**src/rtl/decoder3to8_seq_pkg.sv**
```systemverilog
// Shared types and helpers for the registered 3-to-8 active-low line decoder.
package decoder3to8_seq_pkg;

  localparam int LINES = 8;

  typedef enum logic [1:0] {
    ST_IDLE  = 2'd0,
    ST_DRIVE = 2'd1,
    ST_GAP   = 2'd2
  } state_e;

  // One-cold active-low decode: only bit idx is driven low.
  function automatic logic [LINES-1:0] onecold(input logic [2:0] idx);
    return ~(LINES'(1) << idx);
  endfunction

endpackage

```
**src/rtl/sync_fifo_simple.sv**
```systemverilog
// Small synchronous FIFO with a separate occupancy counter; no push bypass when full.
module sync_fifo_simple #(
  parameter int W     = 3,
  parameter int DEPTH = 4
) (
  input  logic                           i_clk,
  input  logic                           i_rst,
  input  logic                           i_push,
  input  logic [W-1:0]                   i_data,
  input  logic                           i_pop,
  output logic [W-1:0]                   o_data,
  output logic                           o_full,
  output logic                           o_empty,
  output logic [$clog2(DEPTH+1)-1:0]     o_level
);

  localparam int AW = $clog2(DEPTH);
  localparam int LW = $clog2(DEPTH + 1);

  logic [W-1:0]  r_mem [DEPTH];
  logic [AW-1:0] r_wptr;
  logic [AW-1:0] r_rptr;
  logic [LW-1:0] r_level;
  logic          w_push;
  logic          w_pop;

  assign o_full  = (r_level == LW'(DEPTH));
  assign o_empty = (r_level == '0);
  assign o_level = r_level;
  assign o_data  = r_mem[r_rptr];

  // Full is judged on the registered level, so a same-cycle pop never frees a slot for a push.
  assign w_push = i_push && !o_full;
  assign w_pop  = i_pop && !o_empty;

  always_ff @(posedge i_clk) begin
    if (w_push) r_mem[r_wptr] <= i_data;
  end

  always_ff @(posedge i_clk or posedge i_rst) begin
    if (i_rst) begin
      r_wptr  <= '0;
      r_rptr  <= '0;
      r_level <= '0;
    end else begin
      if (w_push) r_wptr <= r_wptr + 1'b1;
      if (w_pop)  r_rptr <= r_rptr + 1'b1;
      case ({w_push, w_pop})
        2'b10:   r_level <= r_level + 1'b1;
        2'b01:   r_level <= r_level - 1'b1;
        default: r_level <= r_level;
      endcase
    end
  end

endmodule

```
**src/rtl/decoder3to8_seq.sv**
```systemverilog
// Registered 3-to-8 decoder: queues inverted codes and replays each as a timed active-low strobe.
module decoder3to8_seq
  import decoder3to8_seq_pkg::*;
#(
  parameter int DEPTH = 4,
  parameter int HOLD  = 3,
  parameter int GAP   = 1
) (
  input  logic                           clk,
  input  logic                           rst,
  input  logic                           en_n,
  input  logic                           in_valid,
  output logic                           in_ready,
  input  logic [2:0]                     in_a,
  output logic [LINES-1:0]               y_n,
  output logic                           busy,
  output logic [$clog2(DEPTH+1)-1:0]     level
);

  localparam int CMAX = (HOLD > GAP) ? HOLD : GAP;
  localparam int CW   = (CMAX > 1) ? $clog2(CMAX) : 1;
  localparam logic [CW-1:0] HOLD_LD = CW'(HOLD - 1);
  localparam logic [CW-1:0] GAP_LD  = (GAP > 0) ? CW'(GAP - 1) : '0;

  state_e          r_state;
  logic [2:0]      r_line;
  logic [CW-1:0]   r_cnt;
  logic [LINES-1:0] r_y_n;
  logic            r_busy;

  logic            w_full;
  logic            w_empty;
  logic            w_pop;
  logic [2:0]      w_line;

  sync_fifo_simple #(
    .W     (3),
    .DEPTH (DEPTH)
  ) u_fifo (
    .i_clk   (clk),
    .i_rst   (rst),
    .i_push  (in_valid),
    .i_data  (~in_a),
    .i_pop   (w_pop),
    .o_data  (w_line),
    .o_full  (w_full),
    .o_empty (w_empty),
    .o_level (level)
  );

  assign in_ready = !w_full;
  assign w_pop    = (r_state == ST_IDLE) && !en_n && !w_empty;

  always_ff @(posedge clk or posedge rst) begin
    if (rst) begin
      r_state <= ST_IDLE;
      r_line  <= '0;
      r_cnt   <= '0;
    end else begin
      case (r_state)
        ST_IDLE: begin
          if (w_pop) begin
            r_line  <= w_line;
            r_cnt   <= HOLD_LD;
            r_state <= ST_DRIVE;
          end
        end
        ST_DRIVE: begin
          if (r_cnt == '0) begin
            if (GAP > 0) begin
              r_cnt   <= GAP_LD;
              r_state <= ST_GAP;
            end else begin
              r_state <= ST_IDLE;
            end
          end else begin
            r_cnt <= r_cnt - 1'b1;
          end
        end
        ST_GAP: begin
          if (r_cnt == '0) r_state <= ST_IDLE;
          else             r_cnt   <= r_cnt - 1'b1;
        end
        default: r_state <= ST_IDLE;
      endcase
    end
  end

  // Outputs trail the FSM by one register stage so the strobe is glitch-free and input-isolated.
  always_ff @(posedge clk or posedge rst) begin
    if (rst) begin
      r_y_n  <= '1;
      r_busy <= 1'b0;
    end else begin
      r_y_n  <= (r_state == ST_DRIVE) ? onecold(r_line) : '1;
      r_busy <= (r_state != ST_IDLE);
    end
  end

  assign y_n  = r_y_n;
  assign busy = r_busy;

endmodule

```
**config.mk**
```make
export PLATFORM = sky130hd
export DESIGN_NAME = decoder3to8_seq
export DESIGN_NICKNAME = d
export VERILOG_FILES = /design/src/rtl/decoder3to8_seq_pkg.sv /design/src/rtl/sync_fifo_simple.sv /design/src/rtl/decoder3to8_seq.sv
export SDC_FILE = /design/constraint.sdc
export NUM_CORES = 1
export LEC_CHECK = 0
export CAP_MARGIN = 20
export CORE_MARGIN = 1.5
export CORE_UTILIZATION = 35
export DETAILED_ROUTE_END_ITERATION = 16
export PLACE_DENSITY = 0.65
export SKIP_CTS_REPAIR_TIMING = 1
export SYNTH_ARGS = -nofsm -noshare
export SYNTH_HDL_FRONTEND = slang
export SYNTH_SLANG_ARGS = --single-unit
```
**constraint.sdc**
```tcl
create_clock -name clk -period 2.5 [get_ports clk]
set_input_delay 0.625 -clock clk [delete_from_list [all_inputs] [get_ports clk]]
set_output_delay 0.625 -clock clk [all_outputs]
set_load 0.05 [all_outputs]
```
# Yosys cells after proc, flatten, opt, wreduce, memory -nomap -nowiden
# Memories as Yosys holds them, arrays and structs flattened. A register that Yosys moved wholly into a read port is not among the register bits.
# Index checks and enable logic that the tools add are counted.
dict set report op_classes {
  reduce_logical 16
  n_eq_ne 9
  shifts 1
  n_div 0
  n_mul 0
  magnitude_cmp 0
  muxes 12
  n_bitwise 2
  n_addsub 5
}
# cell n
set ops {}
lappend ops {{$mux 2} 6}
lappend ops {{$pmux 2 s3} 2}
lappend ops {{$mux 8} 1}
lappend ops {{$not 8->8} 1}
lappend ops {{$shl 1x3->8 const A} 1}
lappend ops {{$ne 2x2->1 const B} 3}
lappend ops {{$pmux 3 s2} 1}
lappend ops {{$reduce_and 3->1} 2}
lappend ops {{$add 2x1->2 const B} 2}
lappend ops {{$eq 2x1->1 const B} 2}
lappend ops {{$eq 2x2->1 const B} 2}
lappend ops {{$logic_and 1x1->1} 4}
lappend ops {{$logic_not 2->1} 2}
lappend ops {{$reduce_bool 2->1} 2}
lappend ops {{$add 3x1->3 const B} 1}
lappend ops {{$eq 3x3->1 const B} 1}
lappend ops {{$logic_not 1->1} 3}
lappend ops {{$logic_not 3->1} 1}
lappend ops {{$not 3->3} 1}
lappend ops {{$reduce_bool 3->1} 1}
lappend ops {{$sub 3x1->3 const B} 1}
lappend ops {{$mux 1} 2}
lappend ops {{$ne 2x1->1 const B} 1}
lappend ops {{$reduce_and 2->1} 1}
lappend ops {{$sub 2x1->2 const B} 1}
dict set report totals {
  n_memories 1
  latch_bits 0
  elab_cells 53
  romBits 0
  input_bits 7
  out_inout_bits 13
  ramBits 12
  register_bits 20
}
# name words width read_ports rd_clocked_by_memory_dff wr line_no
set memory_table {}
lappend memory_table {u_fifo.r_mem 4 3 1 1 1 sync_fifo_simple.sv:20} ;# logic [W-1:0] r_mem [DEPTH];

# Logic depth before layout (Yosys ltp)
# Gate-level depths: netlist of the first run.
dict set report logic_depth {
  word_depth 6
  ltp_mapped 10
  depth_no_buf 10
}

# Hierarchy
# A second synthesis of the first run with hierarchy kept.
dict set report unflattened {
  cells_unflattened 124
  area_unflattened_um2 1656.6
}
# module cells_per_inst instances seq_area_each_um2 area_per_inst_um2
set modules_own_cells {}
lappend modules_own_cells {sync_fifo_simple 54 1 535.5 878.3}
lappend modules_own_cells {decoder3to8_seq 70 1 410.4 778.2}

# Least setup slack after synthesis of the first run
# OpenSTA, ideal clock, no wires.
dict set report synth_timing {
  path_kind {register to register}
  start {reg u_fifo.r_level[2] (netlist: u_fifo.o_level[2])}
  end {reg u_fifo.r_level[2] (netlist: u_fifo.o_level[2])}
  synth_period_minus_slack_ns 2.733
  setup_slack_ns -0.233
  path_stages_with_launch 10
  required_time_ns 2.418
  arrival_ns 2.651
  setup_time_ns 0.082
  cell_sequence {dfrtp_1 nand3_1 and2_1 inv_1 ha_1 inv_1 fa_1 xor2_1 nor2_1 xor2_1}
}
dict set report synth_between {
  word_cells_on_any_way 13
  classes_between {add/sub: 2; eq/ne: 3; mux: 1; reduce/logical: 7}
}
# item line_no
set synth_lines {}
lappend synth_lines {{start: declaration} sync_fifo_simple.sv:23} ;# logic [LW-1:0] r_level;
lappend synth_lines {{start signal: assignment} sync_fifo_simple.sv:49} ;# 2'b10: r_level <= r_level + 1'b1;
lappend synth_lines {{start signal: assignment} sync_fifo_simple.sv:50} ;# 2'b01: r_level <= r_level - 1'b1;
lappend synth_lines {{start signal: assignment} sync_fifo_simple.sv:51} ;# default: r_level <= r_level;
lappend synth_lines {{$eq 3x3->1 *} sync_fifo_simple.sv:27} ;# assign o_full = (r_level == LW'(DEPTH));
lappend synth_lines {{$logic_not 1->1 *} n/a}
lappend synth_lines {{named net in_ready} decoder3to8_seq.sv:13} ;# output logic in_ready,
lappend synth_lines {{$logic_and 1x1->1 *} sync_fifo_simple.sv:33} ;# assign w_push = i_push && !o_full;
lappend synth_lines {{$eq 2x1->1 / $eq 2x2->1 (equally long branches)} sync_fifo_simple.sv:48} ;# case ({w_push, w_pop})
lappend synth_lines {{$pmux 3 s2 / $reduce_bool 2->1 (equally long branches)} n/a}
# The timed path passes the listed nets; every way through them passes the cells marked *.
# A chain may end at the register's enable or synchronous reset.

# Worst setup path in the final report of the first run
dict set report layout_timing {
  start {reg u_fifo.r_level[1] (netlist: u_fifo.o_level[1])}
  end {out in_ready}
}
dict set report layout_between {
  elab_chain_cells 2
}
# item line_no
set layout_rtl {}
lappend layout_rtl {{$eq 3x3->1} sync_fifo_simple.sv:27}
lappend layout_rtl {{$logic_not 1->1} decoder3to8_seq.sv:51} ;# assign in_ready = !w_full;
lappend layout_rtl {{end: declaration} decoder3to8_seq.sv:13}
# Every way passes these cells.

==> flow_summary.json, run 1 <==
{
  "layout-drive-gt1-share_pct": 22.1,
  "htreeDepth": 2,
  "cp_slowest_cell": "clkdlybuf4s50_1",
  "yosysUniqueCellTypes": 29,
  "clk_pin_slew_ns": 0.06,
  "dieArea_um2": 5050,
  "cts_tree": "built",
  "wl_met1_um": 974,
  "p_switching_uw": 967,
  "overflow": 0,
  "gp_congestion": 0.784,
  "cp.required_ns": 1.88,
  "reg2reg_depth": 10,
  "period_share_pct": 94.0,
  "drc": 0,
  "die_w_um": 71.1,
  "core_um2": 4410,
  "cp_max_fo": 6,
  "rsz0062_at_grt": "false",
  "synthCells": 118,
  "seq_power_share_pct": 38.7,
  "synthesis.area_um2": 1620,
  "clockBufferDepth": 2,
  "tightest_slew_ns": 0.493,
  "fin_area_um2": 1970,
  "finalClockSkew_ns": 0.00734,
  "synthTopCellsByArea": "dfrtp_1 (23%), edfxtp_1 (22%), dfstp_2 (13%)",
  "tns_ns": 0,
  "numPortBuffers": 19,
  "grt_max_degree": 24,
  "cts_buffers": 5,
  "p_leak_uw": 0.000834,
  "synth_warnings": 0,
  "num_vias": 926,
  "cp_slowest_stage_delay_ns": 0.81,
  "grtUsageTotal_pct": 10.9,
  "mostFrequentLayoutCell": "clkdlybuf4s50_1",
  "synth_edf_count": 12,
  "synth.net_count": 138,
  "post-route-min-period_ns": 2.35,
  "clkSinkCount": 35,
  "clkLatencyLatePin_ns": 0.28,
  "mostFrequentLayoutCells": "clkdlybuf4s50_1 (19), inv_1 (16), dfrtp_1 (15)",
  "max_freq_ghz": 0.426,
  "diodes": 0,
  "yosys_register_bits": 35,
  "yosys.area.top_type": "dfrtp_1",
  "initial_utilization_pct": 36.8,
  "antenna_found_initial": 0,
  "finalSetupViolations": 0,
  "root_buffer": "clkbuf_8",
  "antenna_left": 0,
  "syn_area_per_cell_um2": 13.8,
  "cp_cell_sequence": "inv_1, nand3_2, clkdlybuf4s50_1",
  "grt_pass1_vias": 982,
  "place_area_um2": 1880,
  "drt_iter0_drc": 39,
  "crit_path_end_kind": "output pin",
  "maxCapViolations": 0,
  "grt_pass1_wl_um": 4280,
  "ys_seq_area_share_pct": 58.3,
  "rows": 24,
  "layout.nets": 164,
  "peakVddDrop_v": 0.000456,
  "intPower_uw": 1530,
  "cp.arrival_ns": 1.72,
  "first_pass_iters": 4,
  "io_pins": 20,
  "start_kind": "flop",
  "max-slew-margin-rel_pct": 67.0,
  "p_comb_share_pct": 45.0,
  "final_max_slew_viol_count": 0,
  "yosys.area.top_type_share_pct": 23.1,
  "route.met3.wl_um": 121,
  "hpwlAfterDp_um": 1860,
  "finalHoldViolCount": 0,
  "async_flop_share_pct": 65.7,
  "switching_share_pct": 38.7,
  "pwr-share-clk_pct": 16.3,
  "drt_wl_total_um": 2370,
  "hold_depth": 1,
  "hold_class": "reg2reg",
  "met2_length_um": 1230,
  "topRoutingLayerUsed": "met4",
  "status": "finished clean",
  "avgRoutedWirePerCell_um": 12.0,
  "crit_type": "reg2out",
  "syn_to_final_growth_pct": 21.7,
  "fp.dieH_um": 71.1,
  "synth_flop_cell": "dfrtp_1",
  "viasPerCell": 4.70,
  "powerDensity_nw_per_um2": 1270
}
==> per-layer routing <==
metal | GRT usage, % | vias up
met4 | 5.45 | 0
met5 | 0 | -
li1 | - | 446
met3 | 3.85 | 5
met2 | 18.6 | 22
met1 | 12.0 | 453
==> per-stage QoR <==
step	util (%)	cells	setup slack, ns	hold slack (ns)	power (uW)
after global placement	42.7	189	0.0821	0.512	2070
after global routing	44.7	197	0.0510	0.556	2680
final	44.7	197	0.151	0.523	2500
after CTS	44.7	197	0.127	0.527	2540
after detailed placement	42.7	189	-0.00299	0.517	2120
after floorplan	-	118	0.00889	0.469	1840
==> worst paths after layout <==
path	start	end	slack, ns
setup / recovery	u_fifo.o_level[1]	in_ready	0.15
min in group asynchronous	rst	r_state[1]	0.67
setup reg to reg	r_state[0]	u_fifo.o_level[2]	0.31
hold / removal	r_line[1]	y_n[3]	0.52
hold reg to reg	r_line[1]	y_n[3]	0.52
max in group asynchronous	rst	y_n[7]	1.55
==> sequential cells by signal, summed over array words and instances, names as in the netlist <==
register,cells
u_fifo.r_rptr,2
r_cnt,2
busy,1
r_state,2
u_fifo.r_mem,12
u_fifo.o_level,3
r_line,3
y_n,8
u_fifo.r_wptr,2
==> final cells by class <==
| class | instances | area (um^2) |
|---|---|---|
| Inverter | 16 | 60.1 |
| Timing Repair Buffer | 21 | 205 |
| Tap cell | 52 | 65.1 |
| Fill cell | 403 | 2440 |
| Clock inverter | 1 | 5.00 |
| Sequential cell | 35 | 946 |
| Multi-Input combinational cell | 65 | 607 |
| Clock buffer | 7 | 86.3 |
==> power by group through the flow <==
| stage | registers [uW] | clock network (uW) | logic [uW] |
|---|---|---|---|
| after global routing | 1000 | 447 | 1230 |
| after floorplan | 1140 | 0 | 702 |
| after CTS | 973 | 422 | 1140 |
| after global placement | 963 | 0 | 1110 |
| final | 966 | 408 | 1130 |
| after detailed placement | 983 | 0 | 1140 |
==> critical path, delay by kind of cell (launching register included) <==
kind,cells,cell delay [ns]
DFF,1,0.40
buffers and inverters,2,0.92
and+or+nand+nor,1,0.13
==> cells in the mapped netlist, types with 3 or more instances <==
master	count
edfxtp_1	12
nand3_1	6
inv_1	16
nor2_1	3
dfstp_2	8
and3_1	4
ha_1	12
nand2_1	6
dfrtp_1	15
xnor2_1	3
mux2_2	4
a21oi_1	3
nor2b_1	4
mux4_2	3
mux2_4	3
xor2_1	3
==> logic make-up after synthesis <==
family / share of synthesized area (%)
muxes: 10.3
and+or+nand+nor: 9.79
AOI/OAI and AO/OA: 3.24
xor gates and xnor gates: 3.24
buffers and inverters: 4.63
adders and majority gates: 10.5
DFF: 58.3
(Power assumes the default switching activity.)
==> inputs of run 2 (changes only) <==
--- a/config.mk
+++ b/config.mk
@@ -9,7 +9,7 @@
 export CORE_MARGIN = 1.5
 export CORE_UTILIZATION = 35
 export DETAILED_ROUTE_END_ITERATION = 16
-export PLACE_DENSITY = 0.65
+export PLACE_DENSITY = 0.63
 export SKIP_CTS_REPAIR_TIMING = 1
 export SYNTH_ARGS = -nofsm -noshare
 export SYNTH_HDL_FRONTEND = slang
==> run 2 against run 1 <==
Compared with the run above:
- sequential cell count unchanged
- sequential power about the same
- critical path depth did not move
- core utilization fell by 0.14 points
- final area down 0.32%
- non-clock buffer count is the same
- maximum frequency rose by 0.41%
- power fell by 0.65%
- critical path type unchanged
==> flow_summary.json, run 2 (synthesis gave the netlist of run 1 again) <==
{
  "antenna_found_initial": 0,
  "num_vias": 946,
  "root_buffer": "clkbuf_8",
  "io_pins": 20,
  "power.total_uw": 2480,
  "max-slew-margin-rel_pct": 66.5,
  "mostFrequentLayoutCells": "clkdlybuf4s50_1 (19), inv_1 (16), dfrtp_1 (15)",
  "antenna_left": 0,
  "cts_buffers": 5,
  "hpwlAfterDp_um": 1850,
  "grtUsageTotal_pct": 10.8,
  "max_freq_ghz": 0.427,
  "gp_congestion": 0.800,
  "viasPerCell": 4.80,
  "htreeDepth": 2,
  "overflow": 0,
  "grt_max_degree": 24,
  "crit_type": "reg2out",
  "peakVddDrop_v": 0.000517,
  "post-route-min-period_ns": 2.34,
  "clk_pin_slew_ns": 0.07,
  "p_leak_uw": 0.000827,
  "cp_cell_sequence": "inv_1, nand3_2, clkdlybuf4s50_1",
  "avgRoutedWirePerCell_um": 12.2,
  "first_pass_iters": 4,
  "regMostFlops": "u_fifo.r_mem",
  "core_um2": 4410,
  "dieArea_um2": 5050,
  "layout.nets": 164,
  "cp_slowest_cell": "clkdlybuf4s50_1",
  "drt_iter0_drc": 54,
  "regArea_um2": 946,
  "rsz0062_at_grt": "false",
  "dpl.cell_count": 189,
  "drt_wl_total_um": 2400,
  "hold_class": "reg2reg",
  "fillers": 405,
  "grt_pass1_vias": 952,
  "layout-drive-gt1-share_pct": 22.1,
  "rows": 24,
  "largest_reg_flops": 12,
  "tns_ns": 0,
  "cp_slowest_stage_delay_ns": 0.82,
  "crit_path_end_kind": "output pin",
  "period_share_pct": 93.6,
  "clkLatencyLatePin_ns": 0.28,
  "finalHoldViolCount": 0,
  "initial_utilization_pct": 36.8,
  "tightest_slew_ns": 0.501,
  "grt_pass1_wl_um": 4180,
  "drc": 0,
  "fp.dieH_um": 71.1,
  "clockBufferDepth": 2,
  "die_w_um": 71.1,
  "final_max_slew_viol_count": 0,
  "status": "finished clean",
  "start_kind": "flop",
  "finalClockSkew_ns": 0.00340,
  "diodes": 0,
  "maxCapViolations": 0,
  "cp.arrival_ns": 1.71,
  "syn_to_final_growth_pct": 21.3,
  "final_cells": 197,
  "cts_tree": "built",
  "numPortBuffers": 19,
  "finalSetupViolations": 0,
  "powerDensity_nw_per_um2": 1260,
  "cp_max_fo": 6,
  "cp.required_ns": 1.88,
  "multi_input_area_um2": 607,
  "mostFrequentLayoutCell": "clkdlybuf4s50_1",
  "clkSinkCount": 35
}
==> run 2: changes by cell type in the layout (fill, tap and decap cells not counted) <==
cell / previous run / this run
clkbuf_8: 6 / 5
clkinvlp_4: 0 / 1
==> run 2: where the power goes <==
part	internal, uW	switching, uW
registers	806	158
logic	507	629
clock network	194	190
==> run 2: layout make-up <==
type                       instances  share of cell area (%)
inverter                          16                    3.05
timing repair buffer              21                    10.4
sequential                        35                    48.1
tap                               52                    3.31
clock buffer                       6                    3.69
clock inverter                     2                   0.636
multi-input combinational         65                    30.8
==> run 2: path summary, 6_finish.rpt <==
| path | from | end | slack (ns) | cells past startpoint |
|---|---|---|---|---|
| min in group asynchronous | rst | u_fifo.r_rptr[0] | 0.69 | 3 |
| worst max register to register | r_state[0] | u_fifo.o_level[2] | 0.30 | 10 |
| worst min-delay path | r_line[1] | y_n[3] | 0.52 | 1 |
| worst min register to register | r_line[1] | y_n[3] | 0.52 | 1 |
| max in group asynchronous | rst | y_n[6] | 1.54 | 3 |
| worst max-delay path | u_fifo.o_level[0] | in_ready | 0.16 | 3 |
==> run 2: metrics by stage <==
step / utilization [%] / hold slack (ns) / worst slack, ns / cell area, um^2
finish: 44.6 / 0.522 / 0.161 / 1970
global placement: 42.7 / 0.513 / 0.0838 / 1880
CTS: 44.6 / 0.524 / 0.135 / 1970
floorplan: - / 0.469 / 0.00889 / 1630
detailed placement: 42.7 / 0.512 / 0.0304 / 1880
global route: 44.6 / 0.554 / 0.0702 / 1970
==> run 2: critical path: cells and delay by family (launching register included) <==
family | cells | cell delay (ns)
buf+inv | 2 | 0.92
simple gates | 1 | 0.11
flops | 1 | 0.41
==> run 2: per-layer routing <==
layer | GRT usage, % | vias up | part of all wire (%)
met4 | 5.03 | 0 | 1.4
met5 | 0 | - | 0
met2 | 18.3 | 23 | 54
met1 | 12.4 | 469 | 40
li1 | - | 450 | -
met3 | 3.56 | 4 | 4.7
==> inputs of run 3 (changes only) <==
--- a/config.mk
+++ b/config.mk
@@ -9,7 +9,7 @@
 export CORE_MARGIN = 1.5
 export CORE_UTILIZATION = 35
 export DETAILED_ROUTE_END_ITERATION = 16
-export PLACE_DENSITY = 0.63
+export PLACE_DENSITY = 0.6
 export SKIP_CTS_REPAIR_TIMING = 1
 export SYNTH_ARGS = -nofsm -noshare
 export SYNTH_HDL_FRONTEND = slang
==> run 3 against run 2 <==
Compared with the run above:
- setup slack worse by 0.035 ns
- first-iteration DRC count is 9.3% lower
- non-clock buffer count stayed put
- routed wire length is 3.5% higher
- clock power is 30% higher
- sequential share of layout area is 0.66 points lower
- maximum frequency is 1.5% lower
- core utilization is 0.62 points higher
- via count is 3.0% lower
- sequential cell count stayed put
- critical path depth stayed put
- combinational power hardly changed
==> flow_summary.json, run 3 (synthesis gave the netlist of run 1 again) <==
{
  "status": "finished clean",
  "grt_pass1_wl_um": 4210,
  "finalSetupViolations": 0,
  "numPortBuffers": 19,
  "overflow": 0,
  "whs_endpoint": "y_n[5]",
  "layout.nets": 164,
  "mostFrequentLayoutCells": "clkdlybuf4s50_1 (19), inv_1 (16), dfrtp_1 (15)",
  "hold_depth": 1,
  "cp.required_ns": 1.88,
  "cp_slowest_stage_delay_ns": 0.81,
  "mostFrequentLayoutCell": "clkdlybuf4s50_1",
  "grt_max_degree": 24,
  "hold-worst-slack_ns": 0.531,
  "critical-path-top-delay-family": "buffers and inverters",
  "clkLatencyLatePin_ns": 0.29,
  "diodes": 0,
  "max_freq_ghz": 0.421,
  "clk_pin_slew_ns": 0.07,
  "final_cells": 197,
  "syn_to_final_growth_pct": 23.0,
  "cp_cell_sequence": "inv_1, nand3_2, clkdlybuf4s50_1",
  "root_buffer": "clkbuf_8",
  "antenna_left": 0,
  "crit_type": "reg2out",
  "tns_ns": 0,
  "core_um2": 4410,
  "min_from": "r_line[2]",
  "place_area_um2": 1880,
  "rsz0062_at_grt": "false",
  "peakVddDrop_v": 0.000866,
  "num_vias": 918,
  "powerDensity_nw_per_um2": 1300,
  "cp_max_fo": 6,
  "gp_congestion": 0.692,
  "r2r_end": "u_fifo.o_level[2]",
  "maxCapViolations": 0,
  "dieArea_um2": 5050,
  "cp_slowest_cell": "clkdlybuf4s50_1",
  "cp.arrival_ns": 1.75,
  "max-slew-margin-rel_pct": 66.9,
  "dpl.cell_count": 189,
  "path_buf_inv": 2,
  "drc": 0,
  "tightest_slew_ns": 0.495,
  "p_leak_uw": 0.000844,
  "layout-drive-gt1-share_pct": 22.8,
  "start_kind": "flop",
  "period_share_pct": 95.0,
  "rrSetupSlack_ns": 0.37,
  "avgRoutedWirePerCell_um": 12.6,
  "fp.dieH_um": 71.1,
  "htreeDepth": 2,
  "rows": 24,
  "cts_tree": "built",
  "initial_utilization_pct": 36.8,
  "first_pass_iters": 4,
  "hpwlAfterDp_um": 1900,
  "clkSinkCount": 35,
  "antenna_found_initial": 0,
  "reg2reg_depth": 10,
  "rr_startpoint": "r_state[0]",
  "grt_pass1_vias": 938,
  "fin_area_um2": 2000,
  "cts_buffers": 5,
  "finalClockSkew_ns": 0.00914,
  "grtUsageTotal_pct": 11.2,
  "clockBufferDepth": 2,
  "regMostFlops": "u_fifo.r_mem",
  "drt_iter0_drc": 49,
  "crit_path_end_kind": "output pin",
  "post-route-min-period_ns": 2.37,
  "hold_class": "reg2reg",
  "drt_wl_total_um": 2480,
  "viasPerCell": 4.66,
  "final_max_slew_viol_count": 0,
  "largest_reg_flops": 12,
  "io_pins": 20,
  "finalHoldViolCount": 0,
  "die_w_um": 71.1
}
[run 3: stage by stage]
stage               utilization [%]  total power (uW)  worst slack (ns)
detailed placement             42.7              2120            0.0561
global route                   45.2              2780            0.0316
floorplan                         -              1840           0.00889
global placement               42.7              2090            0.0759
finish                         45.2              2600             0.126
CTS                            45.2              2630            0.0961
[run 3: layout make-up]
type / count / area (um^2)
multi-input combinational: 65 / 607
tap: 52 / 65.1
inverter: 16 / 60.1
fill: 384 / 2420
sequential: 35 / 946
clock buffer: 5 / 68.8
clock inverter: 3 / 43.8
timing repair buffer: 21 / 205
[run 3: power breakdown]
group,internal [uW],switching [uW],leakage [uW]
sequential,806,161,0.000372
combinational,508,629,0.000414
clock,296,202,0.0000581
total,1610,991,0.000844
[run 3: metal layers]
metal	global-route usage, %	part of all wire [%]	up-vias
li1	-	-	447
met1	11.9	42	445
met2	18.7	50	20
met3	4.70	5.0	6
met4	6.29	2.7	0
met5	0	0	-
[run 3: how the worst max path moves through the flow]
| stage | cells after the start | end | start | slack [ns] |
|---|---|---|---|---|
| after floorplan | 10 | u_fifo.o_level[2] | u_fifo.o_level[1] | 0.009 |
| after global placement | 8 | u_fifo.o_level[2] | en_n | 0.08 |
| after detailed placement | 8 | u_fifo.o_level[2] | en_n | 0.06 |
| after CTS | 3 | in_ready | u_fifo.o_level[0] | 0.1 |
| after global routing | 3 | in_ready | u_fifo.o_level[0] | 0.03 |
| final | 3 | in_ready | u_fifo.o_level[0] | 0.13 |
